==> src/rtl/led_pattern_gen.sv <==
`default_nettype none
// ============================================================================
// Module   : led_pattern_gen
// Purpose  : Multi-channel LED pattern generator driving the board LED bank.
//            A free-running prescaler sets the pattern step period; a
//            one-cycle strobe loads a new mode and restarts its pattern.
//            Modes: 0 OFF, 1 ON, 2 BLINK, 3 CHASE, 4 BOUNCE, 5 BREATHE,
//            6/7 reserved (behave as OFF).
// Ports    : clk        system clock
//            rst        synchronous reset, active-high
//            mode_in    requested mode, sampled when mode_load=1
//            mode_load  single-cycle strobe: load mode_in, restart pattern
//            leds       registered LED drive, bit0 = first LED
//            tick       high while the prescaler is all-ones
//            mode_q     currently active mode
// Revision : 1.0  initial release
// ============================================================================
module led_pattern_gen #(
    parameter int NUM_LEDS   = 8,
    parameter int PRESCALE_W = 22,
    parameter int PWM_W      = 8
) (
    input  logic                clk,
    input  logic                rst,
    input  logic [2:0]          mode_in,
    input  logic                mode_load,
    output logic [NUM_LEDS-1:0] leds,
    output logic                tick,
    output logic [2:0]          mode_q
);

    localparam logic [2:0] c_MODE_OFF     = 3'd0;
    localparam logic [2:0] c_MODE_ON      = 3'd1;
    localparam logic [2:0] c_MODE_BLINK   = 3'd2;
    localparam logic [2:0] c_MODE_CHASE   = 3'd3;
    localparam logic [2:0] c_MODE_BOUNCE  = 3'd4;
    localparam logic [2:0] c_MODE_BREATHE = 3'd5;

    localparam logic [NUM_LEDS-1:0]   c_POS_FIRST = NUM_LEDS'(1);
    localparam logic [NUM_LEDS-1:0]   c_POS_LAST  = c_POS_FIRST << (NUM_LEDS - 1);
    localparam logic [NUM_LEDS-1:0]   c_LEDS_ALL  = '1;
    localparam logic [PWM_W-1:0]      c_DUTY_MAX  = '1;
    localparam logic [PRESCALE_W-1:0] c_PRE_MAX   = '1;

    // Registered state
    logic [PRESCALE_W-1:0] r_prescaler;
    logic [PWM_W-1:0]      r_pwm_cnt;
    logic [2:0]            r_mode;
    logic [NUM_LEDS-1:0]   r_leds;
    logic [NUM_LEDS-1:0]   r_pos;
    logic                  r_dir;       // 1 = up (towards MSB / increasing duty)
    logic                  r_phase;
    logic [PWM_W-1:0]      r_duty;

    // Next-state values
    logic [PRESCALE_W-1:0] w_prescaler_nxt;
    logic [PWM_W-1:0]      w_pwm_cnt_nxt;
    logic [2:0]            w_mode_nxt;
    logic [NUM_LEDS-1:0]   w_leds_nxt;
    logic [NUM_LEDS-1:0]   w_pos_nxt;
    logic                  w_dir_nxt;
    logic                  w_phase_nxt;
    logic [PWM_W-1:0]      w_duty_nxt;

    logic                  w_tick;
    logic                  w_step;
    logic [NUM_LEDS-1:0]   w_rot_left;
    logic [NUM_LEDS-1:0]   w_shl;
    logic [NUM_LEDS-1:0]   w_shr;

    assign w_tick = (r_prescaler == c_PRE_MAX);
    // A load on a tick cycle takes priority and suppresses the step.
    assign w_step = w_tick & ~mode_load;

    // A single LED has nowhere to move: all position updates hold it.
    generate
        if (NUM_LEDS > 1) begin : g_multi
            assign w_rot_left = {r_pos[NUM_LEDS-2:0], r_pos[NUM_LEDS-1]};
            assign w_shl      = r_pos << 1;
            assign w_shr      = r_pos >> 1;
        end else begin : g_single
            assign w_rot_left = r_pos;
            assign w_shl      = r_pos;
            assign w_shr      = r_pos;
        end
    endgenerate

    always_comb begin
        w_prescaler_nxt = r_prescaler + 1'b1;
        w_pwm_cnt_nxt   = r_pwm_cnt + 1'b1;
        w_mode_nxt      = r_mode;
        w_leds_nxt      = r_leds;
        w_pos_nxt       = r_pos;
        w_dir_nxt       = r_dir;
        w_phase_nxt     = r_phase;
        w_duty_nxt      = r_duty;

        if (mode_load) begin
            w_prescaler_nxt = '0;
            w_pwm_cnt_nxt   = '0;
            w_mode_nxt      = mode_in;
            w_pos_nxt       = c_POS_FIRST;
            w_dir_nxt       = 1'b1;
            w_phase_nxt     = 1'b0;
            w_duty_nxt      = '0;
            case (mode_in)
                c_MODE_ON:     w_leds_nxt = c_LEDS_ALL;
                c_MODE_BLINK: begin
                    // Blink starts lit, so the phase must read 1 to match.
                    w_leds_nxt  = c_LEDS_ALL;
                    w_phase_nxt = 1'b1;
                end
                c_MODE_CHASE:  w_leds_nxt = c_POS_FIRST;
                c_MODE_BOUNCE: w_leds_nxt = c_POS_FIRST;
                default:       w_leds_nxt = '0;
            endcase
        end else begin
            case (r_mode)
                c_MODE_OFF:   w_leds_nxt = '0;
                c_MODE_ON:    w_leds_nxt = c_LEDS_ALL;
                c_MODE_BLINK: begin
                    if (w_step) begin
                        w_phase_nxt = ~r_phase;
                        w_leds_nxt  = {NUM_LEDS{~r_phase}};
                    end
                end
                c_MODE_CHASE: begin
                    if (w_step) begin
                        w_pos_nxt  = w_rot_left;
                        w_leds_nxt = w_rot_left;
                    end
                end
                c_MODE_BOUNCE: begin
                    if (w_step) begin
                        // Direction flips on the step that reaches an end, so
                        // each end position is shown for exactly one step.
                        if (r_dir) begin
                            w_pos_nxt = w_shl;
                            if (w_shl == c_POS_LAST) w_dir_nxt = 1'b0;
                        end else begin
                            w_pos_nxt = w_shr;
                            if (w_shr == c_POS_FIRST) w_dir_nxt = 1'b1;
                        end
                        w_leds_nxt = w_pos_nxt;
                    end
                end
                c_MODE_BREATHE: begin
                    // PWM compare is re-registered every clock.
                    w_leds_nxt = {NUM_LEDS{r_pwm_cnt < r_duty}};
                    if (w_step) begin
                        // Same end-of-travel flip as BOUNCE; the guarded
                        // branches keep duty from ever wrapping.
                        if (r_dir) begin
                            if (r_duty == c_DUTY_MAX) begin
                                w_dir_nxt  = 1'b0;
                                w_duty_nxt = r_duty - 1'b1;
                            end else begin
                                w_duty_nxt = r_duty + 1'b1;
                                if (w_duty_nxt == c_DUTY_MAX) w_dir_nxt = 1'b0;
                            end
                        end else begin
                            if (r_duty == '0) begin
                                w_dir_nxt  = 1'b1;
                                w_duty_nxt = r_duty + 1'b1;
                            end else begin
                                w_duty_nxt = r_duty - 1'b1;
                                if (w_duty_nxt == '0) w_dir_nxt = 1'b1;
                            end
                        end
                    end
                end
                default:      w_leds_nxt = '0;
            endcase
        end
    end

    always_ff @(posedge clk) begin
        if (rst) begin
            r_prescaler <= '0;
            r_pwm_cnt   <= '0;
            r_mode      <= c_MODE_OFF;
            r_leds      <= '0;
            r_pos       <= c_POS_FIRST;
            r_dir       <= 1'b1;
            r_phase     <= 1'b0;
            r_duty      <= '0;
        end else begin
            r_prescaler <= w_prescaler_nxt;
            r_pwm_cnt   <= w_pwm_cnt_nxt;
            r_mode      <= w_mode_nxt;
            r_leds      <= w_leds_nxt;
            r_pos       <= w_pos_nxt;
            r_dir       <= w_dir_nxt;
            r_phase     <= w_phase_nxt;
            r_duty      <= w_duty_nxt;
        end
    end

    assign leds   = r_leds;
    assign tick   = w_tick;
    assign mode_q = r_mode;

endmodule
`default_nettype wire

==> config.mk <==
export PLATFORM = sky130hd
export DESIGN_NAME = led_pattern_gen
export DESIGN_NICKNAME = d
export VERILOG_FILES = /design/src/rtl/led_pattern_gen.sv
export SDC_FILE = /design/constraint.sdc
export NUM_CORES = 1
export LEC_CHECK = 0
export CAP_MARGIN = 10
export CORE_ASPECT_RATIO = 1.1
export CORE_MARGIN = 2
export CORE_UTILIZATION = 64
export DETAILED_ROUTE_END_ITERATION = 8
export PLACE_DENSITY_LB_ADDON = 0.2
export SETUP_SLACK_MARGIN = 0.2
export SYNTH_ARGS = -nofsm -noshare
export SYNTH_HDL_FRONTEND = slang
export SYNTH_SLANG_ARGS = --single-unit
export TNS_END_PERCENT = 5
==> constraint.sdc <==
create_clock -name clk -period 3.65 [get_ports clk]
set_input_delay 0.365 -clock clk [delete_from_list [all_inputs] [get_ports clk]]
set_output_delay 0.365 -clock clk [all_outputs]
set_load 0.05 [all_outputs]
==> key figures <==
Critical path
  – Crit-path cells: ha_1 -> and3_1 -> nand4_2 -> nor2_1 -> clkdlybuf4s50_1
  – Crit. End Element: output port
  – Slowest cell delay on critical path: 0.83 ns
  – Slowest cell on crit path: clkdlybuf4s50_1
  – Data required time of the critical path: 3.28 ns
  – Max Fanout on Critical Path: 5
  – WP data arrival: 2.43 ns
  – CP startpoint: r_prescaler[0]
  – Worst r2r path cells: 7
  – Worst R2R Setup Slack: 1.13 ns
  – Reg2Reg Capture Point: r_duty[3]
  – CP bufs+invs: 1
  – Worst path top cell family by delay: buffers and inverters
  – R2r startpoint: r_prescaler[0]
  – Kind of critical path: flop to output port
  – CP endpoint: tick
  – Stages on worst setup path: 5
  – Critical Path Start Type: flop

GRT
  – Routing usage on met2: 0.456
  – Grt met3 use: 0.0609
  – Largest net degree at the start of global routing: 45
  – Initial antenna violation count: 0
  – Vias in the first global route: 2790
  – Met1 Usage GRT: 0.323
  – Grt ovf: 0
  – First-pass GRT wire length: 12400 um
  – GRT Util Overall: 0.270
  – GRT busiest layer: met2

Routing
  – Total wire length: 6940 um
  – Detailed Route Iter0 Violations: 263
  – Vias: 2861
  – Avg WL per Cell: 15.1 um
  – ANT nets after route: 0
  – DR pass1 iterations: 4
  – Vias per cell: 6.21
  – DRC viols: 0

Synth
  – Mux cell area share after synthesis: 0.0394
  – Synth Warn #: 0
  – Synth Area per Inst: 8.55 um2
  – Post-Synth XOR/XNOR Area: 0.0876
  – Ranking of synthesized cells by area: dfxtp_1 (36%), nor2_1 (6.4%), ha_1 (5.3%)
  – Syn nets: 406
  – Synth cell types: 57
  – Ys async rst share: 0
  – Sequential-to-total area share from yosys stat: 0.358
  – Yosys reg bits: 59
  – Post-synth top area share: 0.358
  – Synthesized area: 0.00330 mm2
  – Post-synthesis cell count: 386
  – Compound-gate portion of the synthesized area: 0.175
  – Largest family of logic cells by synthesized area: simple AND/OR/NAND/NOR gates
  – Ys flop type: dfxtp_1
  – Area leader, netlist: dfxtp_1
  – Area fraction in and, or, nand and nor cells after synthesis: 0.250
  – Synth Area in Adders: 0.0531
  – Number of synthesized flops with an enable pin: 0

Cells and area
  – Fillers: 371
  – Design area: 0.00365 mm2
  – Reg area: 0.00118 mm2
  – Layout cells sized above 1: 0.0720
  – Layout area overhead: 10.7%
  – Most frequent cells in the layout: dfxtp_1 (59), nor2_1 (56), nand2_1 (22)
  – Area of the multi-input gates: 0.00200 mm2
  – Final Net Count: 419
  – Most common cell after layout, fill and taps aside: dfxtp_1
  – Diode count: 0

Pwr
  – Peak supply drop: 0.000274 V
  – P_int: 0.00100 W
  – Combinational power share: 0.077
  – Sequential power share: 0.501
  – Sw frac: 0.245
  – PwrDens: 363 mW/mm2
  – Net Sw Power: 0.000324 W
  – Clock network power share: 0.421
  – Pwr Total: 0.00133 W
  – Leakage power: 1.30 nW

Floorplanning
  – Initial core utilization: 0.660
  – # IOs: 18
  – Cell row count: 27
  – Die Span Y: 79.3 um
  – Die area: 0.00575 mm2
  – CORE AREA: 0.00500 mm2
  – DIE WIDTH: 72.5 um

Clock network
  – Post-CTS Resized: 0
  – Post-CTS Setup Bufs: 0
  – Root buffer cell: clkbuf_8
  – H-Tree Depth: 3
  – CTS tree: done
  – Worst-case clock buffer depth: 2
  – Skew-Pair Late Insertion Delay: 0.33 ns
  – CTS Hold Bufs: 0
  – Clock Sinks: 59
  – Clk slew on worst S/H paths: 0.06 ns
  – CTS buffer count: 9

Job
  – Max Cap Viol: 0

STA
  – Final period utilization: 0.765
  – TNS Setup: 0 ns
  – Tmin final: 2.79 ns
  – Fin. Hold Viols: 0
  – Clk_skew: 0.0117 ns
  – Setup violations, final: 0
  – Slew Limit Headroom: 0.527
  – Measured slew at the worst slew-check pin: 0.709 ns
  – Max Transition Viols Final: 0
  – Max frequency: 358 MHz
  – RSZ-0062 raised after global routing: false

Place
  – Post-detail-place hpwl: 4830 um
  – PortBufs: 17
  – Placed Area: 0.00347 mm2
  – Gpl congestion: 0.924

Run status
  – Status: finished clean

Min path
  – Hold crit path type: flop to flop
  – Worst hold start: r_pwm_cnt[0]
## final cells by class
| type | instances | share of cell area |
|---|---|---|
| Clock inverter | 5 | 0.0147 |
| Sequential cell | 59 | 0.323 |
| Inverter | 12 | 0.0123 |
| Clock buffer | 10 | 0.0349 |
| Tap cell | 58 | 0.0199 |
| Multi-Input combinational cell | 299 | 0.546 |
| Timing Repair Buffer | 18 | 0.0486 |
## metal layers
layer	vias to the layer above	routed length, um
li1	1420	-
met1	1366	3080
met2	60	3470
met3	15	257
met4	0	136
met5	-	0
## kinds of logic (layout without fill, tap and decap cells)
logic type               Yosys count  after routing
XOR/XNOR                          33             33
adder cells (fa/ha/maj)           14             14
buffers and inverters             28             45
AO/OA/AOI/OAI                     81             81
AND/OR/NAND/NOR                  158            158
flip-flops                        59             59
multiplexers                      13             13
## sequential cells by signal, summed over array words and instances (netlist names)
signal,flops
r_prescaler,22
r_duty,8
r_phase,1
r_pos,8
r_pwm_cnt,8
r_dir,1
mode_q,3
leds,8
## metrics by stage
stage / util / cells / setup slack (ns) / hold slack, ns
after global routing: 0.731 / 461 / 0.658 / 0.508
final: 0.731 / 461 / 0.856 / 0.464
after detailed placement: 0.694 / 446 / 1.18 / 0.449
after global placement: 0.694 / 446 / 1.27 / 0.441
after floorplan: - / 386 / 1.38 / 0.421
after CTS: 0.731 / 461 / 0.822 / 0.463
## worst min path at each step
stage | to | slack [ns] | depth (start not counted)
detailed placement | r_pwm_cnt[0] | 0.45 | 1
global route | r_prescaler[0] | 0.51 | 1
finish | r_pwm_cnt[0] | 0.46 | 1
CTS | r_pwm_cnt[0] | 0.46 | 1
floorplan | r_pwm_cnt[0] | 0.42 | 1
global placement | r_prescaler[0] | 0.44 | 1
## power by group through the flow
stage          registers, W  clock network, W   logic, W
3_5_place_dp       0.000679                 0   0.000102
6_report           0.000665          0.000558   0.000102
3_3_place_gp       0.000678                 0   0.000100
2_1_floorplan      0.000702                 0  0.0000445
4_1_cts            0.000664          0.000573   0.000102
5_1_grt            0.000666          0.000600   0.000111
## Yosys cell counts (all sizes together) (2+ instances only)
cell    number
a21o         2
inv         12
a21oi       20
dfxtp       59
o31ai        2
o311a        2
or3          7
nand3       16
nand2       22
o21bai       2
a211oi       9
nor2b        4
a22o         7
xor2        18
nand3b       4
clkbuf       9
nor2        57
nor4         5
a31oi        5
and4         4
o221a        6
ha          14
nand2b       4
and2         5
nor3         7
xnor2       15
o21ai       16
buf          7
nand4        8
and3         8
mux2i       13
or3b         2
No activity file was read; power rests on OpenSTA's default activity.
